$ cat config.mk
export PLATFORM = sky130hd
export DESIGN_NAME = fetch_cycle
export DESIGN_NICKNAME = d
export VERILOG_FILES = /design/src/rtl/fetch_cycle.sv
export SDC_FILE = /design/constraint.sdc
export NUM_CORES = 1
export LEC_CHECK = 0
export BUFFER_PORTS_ARGS = -buffer_cell sky130_fd_sc_hd__clkbuf_2
export CELL_PAD_IN_SITES_DETAIL_PLACEMENT = 1
export CELL_PAD_IN_SITES_GLOBAL_PLACEMENT = 1
export CORE_MARGIN = 3
export CORE_UTILIZATION = 40
export DETAILED_ROUTE_END_ITERATION = 7
export GPL_TIMING_DRIVEN = 0
export PLACE_DENSITY_LB_ADDON = 0.1
export SETUP_SLACK_MARGIN = 0.1
export SLEW_MARGIN = 20
export SYNTH_ARGS = -nofsm -noshare
export SYNTH_HDL_FRONTEND = slang
export SYNTH_SLANG_ARGS = --single-unit
$ cat constraint.sdc
create_clock -name clk -period 4.05 [get_ports clk]
set_clock_uncertainty 0.1 [all_clocks]
set_input_delay 0.81 -clock clk [delete_from_list [all_inputs] [get_ports clk]]
set_output_delay 0.81 -clock clk [all_outputs]
set_load 0.01 [all_outputs]
$ cat src/rtl/fetch_cycle.sv
// fetch_cycle: instruction-fetch stage and IF/ID pipeline register.
// Owns the PC, assembles opcode+immediate instructions and loads the
// reset/interrupt vectors. It redirects on decode jumps and on write-back returns.
// Optional feature macro: FETCH_PERF_CNT_EN (adds the bubble_cnt output).
module fetch_cycle #(
  parameter logic [7:0] RESET_VEC_ADDR = 8'h00,
  parameter logic [7:0] INT_VEC_ADDR   = 8'h01,
  parameter logic [3:0] IMM_OPC        = 4'hC,
  parameter logic [7:0] NOP_INSTR      = 8'h00
) (
  input  logic       clk,
  input  logic       reset,
  input  logic       interrupt,
  input  logic       IR_en,
  input  logic       FlushD,
  input  logic       jmp_enD,
  input  logic [7:0] jmp_target,
  input  logic       RET_enWB,
  input  logic [7:0] ret_pc,
  output logic [7:0] imem_addr,
  input  logic [7:0] imem_rdata,
  output logic [7:0] instrD,
  output logic [7:0] pcD,
  output logic [7:0] Imm_D,
  output logic [7:0] int_pc,
`ifdef FETCH_PERF_CNT_EN
  output logic [7:0] bubble_cnt,
`endif
  output logic       int_ack
);

  localparam int unsigned AW = 8;

  typedef enum logic [1:0] {
    ST_BOOT = 2'd0,
    ST_RUN  = 2'd1,
    ST_IMM  = 2'd2,
    ST_INT  = 2'd3
  } state_t;

  state_t        state, state_n;
  logic [AW-1:0] pc, pc_n;
  logic [AW-1:0] pc_inc;
  logic [7:0]    op_hold, op_hold_n;
  logic [AW-1:0] op_pc, op_pc_n;
  logic          pending, pending_n;
  logic [7:0]    instr_n, pcd_n, imm_n;
  logic [7:0]    int_pc_n;
  logic          int_ack_n;
  logic          bubble_c;

  assign pc_inc = AW'(pc + AW'(1));

  // Instruction memory address: vector slots in BOOT/INT, otherwise the PC
  always_comb begin
    imem_addr = pc;
    case (state)
      ST_BOOT: imem_addr = RESET_VEC_ADDR;
      ST_INT:  imem_addr = INT_VEC_ADDR;
      default: imem_addr = pc;
    endcase
  end

  // Next-state, PC and IF/ID payload selection in priority order
  always_comb begin
    state_n   = state;
    pc_n      = pc;
    op_hold_n = op_hold;
    op_pc_n   = op_pc;
    pending_n = pending | interrupt;
    instr_n   = instrD;
    pcd_n     = pcD;
    imm_n     = Imm_D;
    int_pc_n  = int_pc;
    int_ack_n = 1'b0;
    bubble_c  = 1'b0;

    case (state)
      ST_BOOT: begin
        pc_n     = imem_rdata;
        state_n  = ST_RUN;
        bubble_c = 1'b1;
      end
      ST_INT: begin
        // A request arriving while the vector loads stays pending
        pc_n      = imem_rdata;
        pending_n = interrupt;
        state_n   = ST_RUN;
        bubble_c  = 1'b1;
      end
      default: begin
        if (RET_enWB) begin
          pc_n     = ret_pc;
          state_n  = ST_RUN;
          bubble_c = 1'b1;
        end else if (jmp_enD) begin
          pc_n     = jmp_target;
          state_n  = ST_RUN;
          bubble_c = 1'b1;
        end else if (state == ST_RUN && IR_en && pending) begin
          int_pc_n  = pc;
          int_ack_n = 1'b1;
          state_n   = ST_INT;
          bubble_c  = 1'b1;
        end else if (FlushD) begin
          // PC and state stay, so the same byte is fetched again
          bubble_c = 1'b1;
        end else if (IR_en) begin
          if (state == ST_IMM) begin
            instr_n = op_hold;
            pcd_n   = op_pc;
            imm_n   = imem_rdata;
            pc_n    = pc_inc;
            state_n = ST_RUN;
          end else if (imem_rdata[7:4] == IMM_OPC) begin
            op_hold_n = imem_rdata;
            op_pc_n   = pc;
            pc_n      = pc_inc;
            state_n   = ST_IMM;
            bubble_c  = 1'b1;
          end else begin
            instr_n = imem_rdata;
            pcd_n   = pc;
            imm_n   = 8'h00;
            pc_n    = pc_inc;
          end
        end
      end
    endcase

    // A bubble clears the whole IF/ID payload
    if (bubble_c) begin
      instr_n = NOP_INSTR;
      pcd_n   = 8'h00;
      imm_n   = 8'h00;
    end
  end

  // State, PC and IF/ID register with synchronous active-low reset
  always_ff @(posedge clk) begin
    if (!reset) begin
      state   <= ST_BOOT;
      pc      <= '0;
      op_hold <= 8'h00;
      op_pc   <= '0;
      pending <= 1'b0;
      instrD  <= NOP_INSTR;
      pcD     <= 8'h00;
      Imm_D   <= 8'h00;
      int_pc  <= 8'h00;
      int_ack <= 1'b0;
    end else begin
      state   <= state_n;
      pc      <= pc_n;
      op_hold <= op_hold_n;
      op_pc   <= op_pc_n;
      pending <= pending_n;
      instrD  <= instr_n;
      pcD     <= pcd_n;
      Imm_D   <= imm_n;
      int_pc  <= int_pc_n;
      int_ack <= int_ack_n;
    end
  end

`ifdef FETCH_PERF_CNT_EN
  // Saturating count of edges that load a bubble into IF/ID
  always_ff @(posedge clk) begin
    if (!reset) begin
      bubble_cnt <= 8'h00;
    end else if (bubble_c && bubble_cnt != 8'hFF) begin
      bubble_cnt <= 8'(bubble_cnt + 8'd1);
    end
  end
`endif

endmodule

==> impl_metrics.toml <==
[synthesis]
synth_edf_count = 0
synth_nets = 348
synth_most_common_cell = "dfxtp_1"
yosys-top-cells-count = "dfxtp_1 (60), nor2_1 (52), mux2i_1 (38)"
ys_warn_count = 0
synthTopCellsByArea = "dfxtp_1 (42%), mux2i_1 (13%), nor2_1 (6.9%)"
mappedNetlistArea_um2 = 2850
synth_top_area_frac = 0.422
ys.flop_type = "dfxtp_1"
synthArstFlopShare = 0
synthDistinctLibCells = 42
synth_top_area_cell = "dfxtp_1"
syn_inst = 311
syn_avg_cell_area_um2 = 9.16
ys_seq_area_frac = 0.422
synth_seq_cells = 60

[setup_path]
crit_slowest_cell = "dfxtp_1"
crit_path_max_fanout = 10
critPathBufInv = 4
worstReg2RegEnd = "pcD[3]$_SDFFE_PP0P_"
cp.arrival_ns = 1.89
max_stage_delay_ns = 0.39
worst-r2r-setup-slack_ns = 1.58
path_cells = "inv_1 > ha_1 > buf_4 > clkbuf_1 > nand2_1 > o21ai_0 > clkbuf_2"
r2r_cells = 9
crit_path_start_kind = "flop"
cp_top_family = "buffers and inverters"
r2r_start = "state[0]$_SDFFE_PN0P_"
crit_path_start = "state[0]$_SDFFE_PN0P_"
crit_required_ns = 3.14
endpoint_kind = "output pin"
path_class = "reg2out"

[cts]
cts_tree = "done"
cts_num_sinks = 60
clock_latency_ns = 0.33
cts_resized = 0
hold_buffers = 0
numCtsBuffers = 9
cts_setup_buffers = 0
clk_transition_reported_paths_ns = 0.07
h-tree-depth = 3
root_buffer = "clkbuf_8"
clockBufferDepth = 2

[layout]
areaGrowthSynthToFinish_pct = 23.9
stdcell_area_um2 = 3530
nets = 430
diodes = 0
drive_gt1_frac = 0.287

[sta]
finalSetupViolCount = 0
hold_violations = 0
worstMarginPinSlew_ns = 0.739
period_needed_ns = 2.80
grt_setup_unrepaired = "no"
setup-tns-final_ns = 0
max_slew_margin = 0.507
timing.final.crit_share = 0.692
clock.fmax_ghz = 0.357
slew_viol_final = 0

[floorplan]
die_h_um = 90.4
num_rows = 30
die_x_um = 90.4
start_util = 0.417
design.die.area_um2 = 8170
io_pins = 72
core_area_um2 = 6830

[pwr]
fin_total_pwr_mw = 1.31
leakage_nw = 1.46
irDropWorstVdd_mv = 0.246
powerDensity_nw_per_um2 = 372

[detailed_routing]
drt_iter0_drc = 86
via_per_inst = 5.29
dr.pass1.iters = 4
wirelength_um = 8420
drc = 0
vias = 2607
ant_nets = 0
wl_per_cell_um = 17.1

[global_route]
gr-total-overflow = 0
grt_pass1_wl_um = 13800
antenna_found_initial = 0
grt.total_usage = 0.216
grt_max_degree = 11
grt_pass1_vias = 2722

[hold_path]
hold_class = "reg2reg"
hold_path_end = "op_hold[6]$_SDFFE_PN0P_"
hold_depth = 2
min-delay-start = "op_hold[6]$_SDFFE_PN0P_"

[placement]
placed_area_um2 = 3320
numPortBuffers = 71
hpwl_um = 6370
gp_congestion = 0.761

[run_status]
status = "completed"

[run]
drv_cap = 0
registers in the layout, indices dropped and copies added, names as in the netlist:
name	flops
Imm_D	8
instrD	8
int_ack	1
int_pc	8
op_hold	8
op_pc	8
pc	8
pcD	8
pending	1
state	2
where the power goes:
part	total, mW	switching (mW)	internal, mW
Combinational	0.134	0.0865	0.0477
Sequential	0.609	0.00994	0.599
Clock	0.570	0.229	0.341
metrics by stage:
step                setup slack (ns)  hold WS, ns  utilization  instances
floorplan                       1.82        0.325            -        311
global placement                1.44        0.333        0.487        478
detailed placement              1.42        0.352        0.487        478
CTS                             1.19        0.362        0.517        493
global route                    1.08        0.371        0.517        493
finish                          1.25        0.360        0.517        493
final cells by class:
| type | instances | area [µm²] |
|---|---|---|
| Multi-Input combinational cell | 219 | 1500 |
| Clock buffer | 10 | 128 |
| Fill cell | 826 | 3300 |
| Sequential cell | 60 | 1200 |
| Inverter | 9 | 33.8 |
| Buffer | 23 | 111 |
| Clock inverter | 5 | 77.6 |
| Timing Repair Buffer | 71 | 355 |
| Tap cell | 96 | 120 |
worst max-delay path by stage:
stage / to / slack [ns] / cells past startpoint
floorplan: imem_addr[0] / 1.82 / 5
global placement: op_hold[2]$_SDFFE_PN0P_ / 1.44 / 7
global route: imem_addr[0] / 1.08 / 7
detailed placement: op_hold[2]$_SDFFE_PN0P_ / 1.42 / 7
CTS: imem_addr[0] / 1.19 / 7
finish: imem_addr[0] / 1.25 / 7
layer usage:
layer / global-route usage / wire, µm / up-vias
li1: - / - / 1259
met1: 0.264 / 3710 / 1282
met2: 0.365 / 4280 / 55
met3: 0.0550 / 292 / 11
met4: 0.0791 / 139 / 0
met5: 0 / 0 / -
cells in the final DEF (no fill, tap or decap), types with 6 or more instances in the layout:
cell type  count
clkbuf_2      71
mux2i_1       38
a21oi_1       11
ha_1           6
o211ai_1       8
nor2_1        52
clkbuf_1      14
dfxtp_1       60
and2_1         8
inv_1          7
o21ai_0       10
a211oi_2      12
nand2_1       19
a22oi_1        9
clkbuf_8       9
worst reg2reg max path: stages, from the launching register on:
cell and delay, ns:
dfxtp_1 0.39, inv_1 0.10, ha_1 0.28, buf_4 0.14
inv_2 0.07, nor3_4 0.30, nand2_1 0.11, a2111o_1 0.53
buf_6 0.21, a211oi_2 0.16
cells by family (layout without fill, tap and decap cells):
family                   after synthesis  after routing  share of synthesized area
adder cells (fa/ha/maj)                6              6                     0.0263
flip-flops                            60             60                      0.422
buffers and inverters                 32            118                     0.0509
multiplexers                          40             40                      0.141
XOR/XNOR                               4              4                     0.0123
AND/OR/NAND/NOR                      104            104                      0.171
AO/OA/AOI/OAI                         65             65                      0.176
No activity file was read; power rests on OpenSTA's default activity.
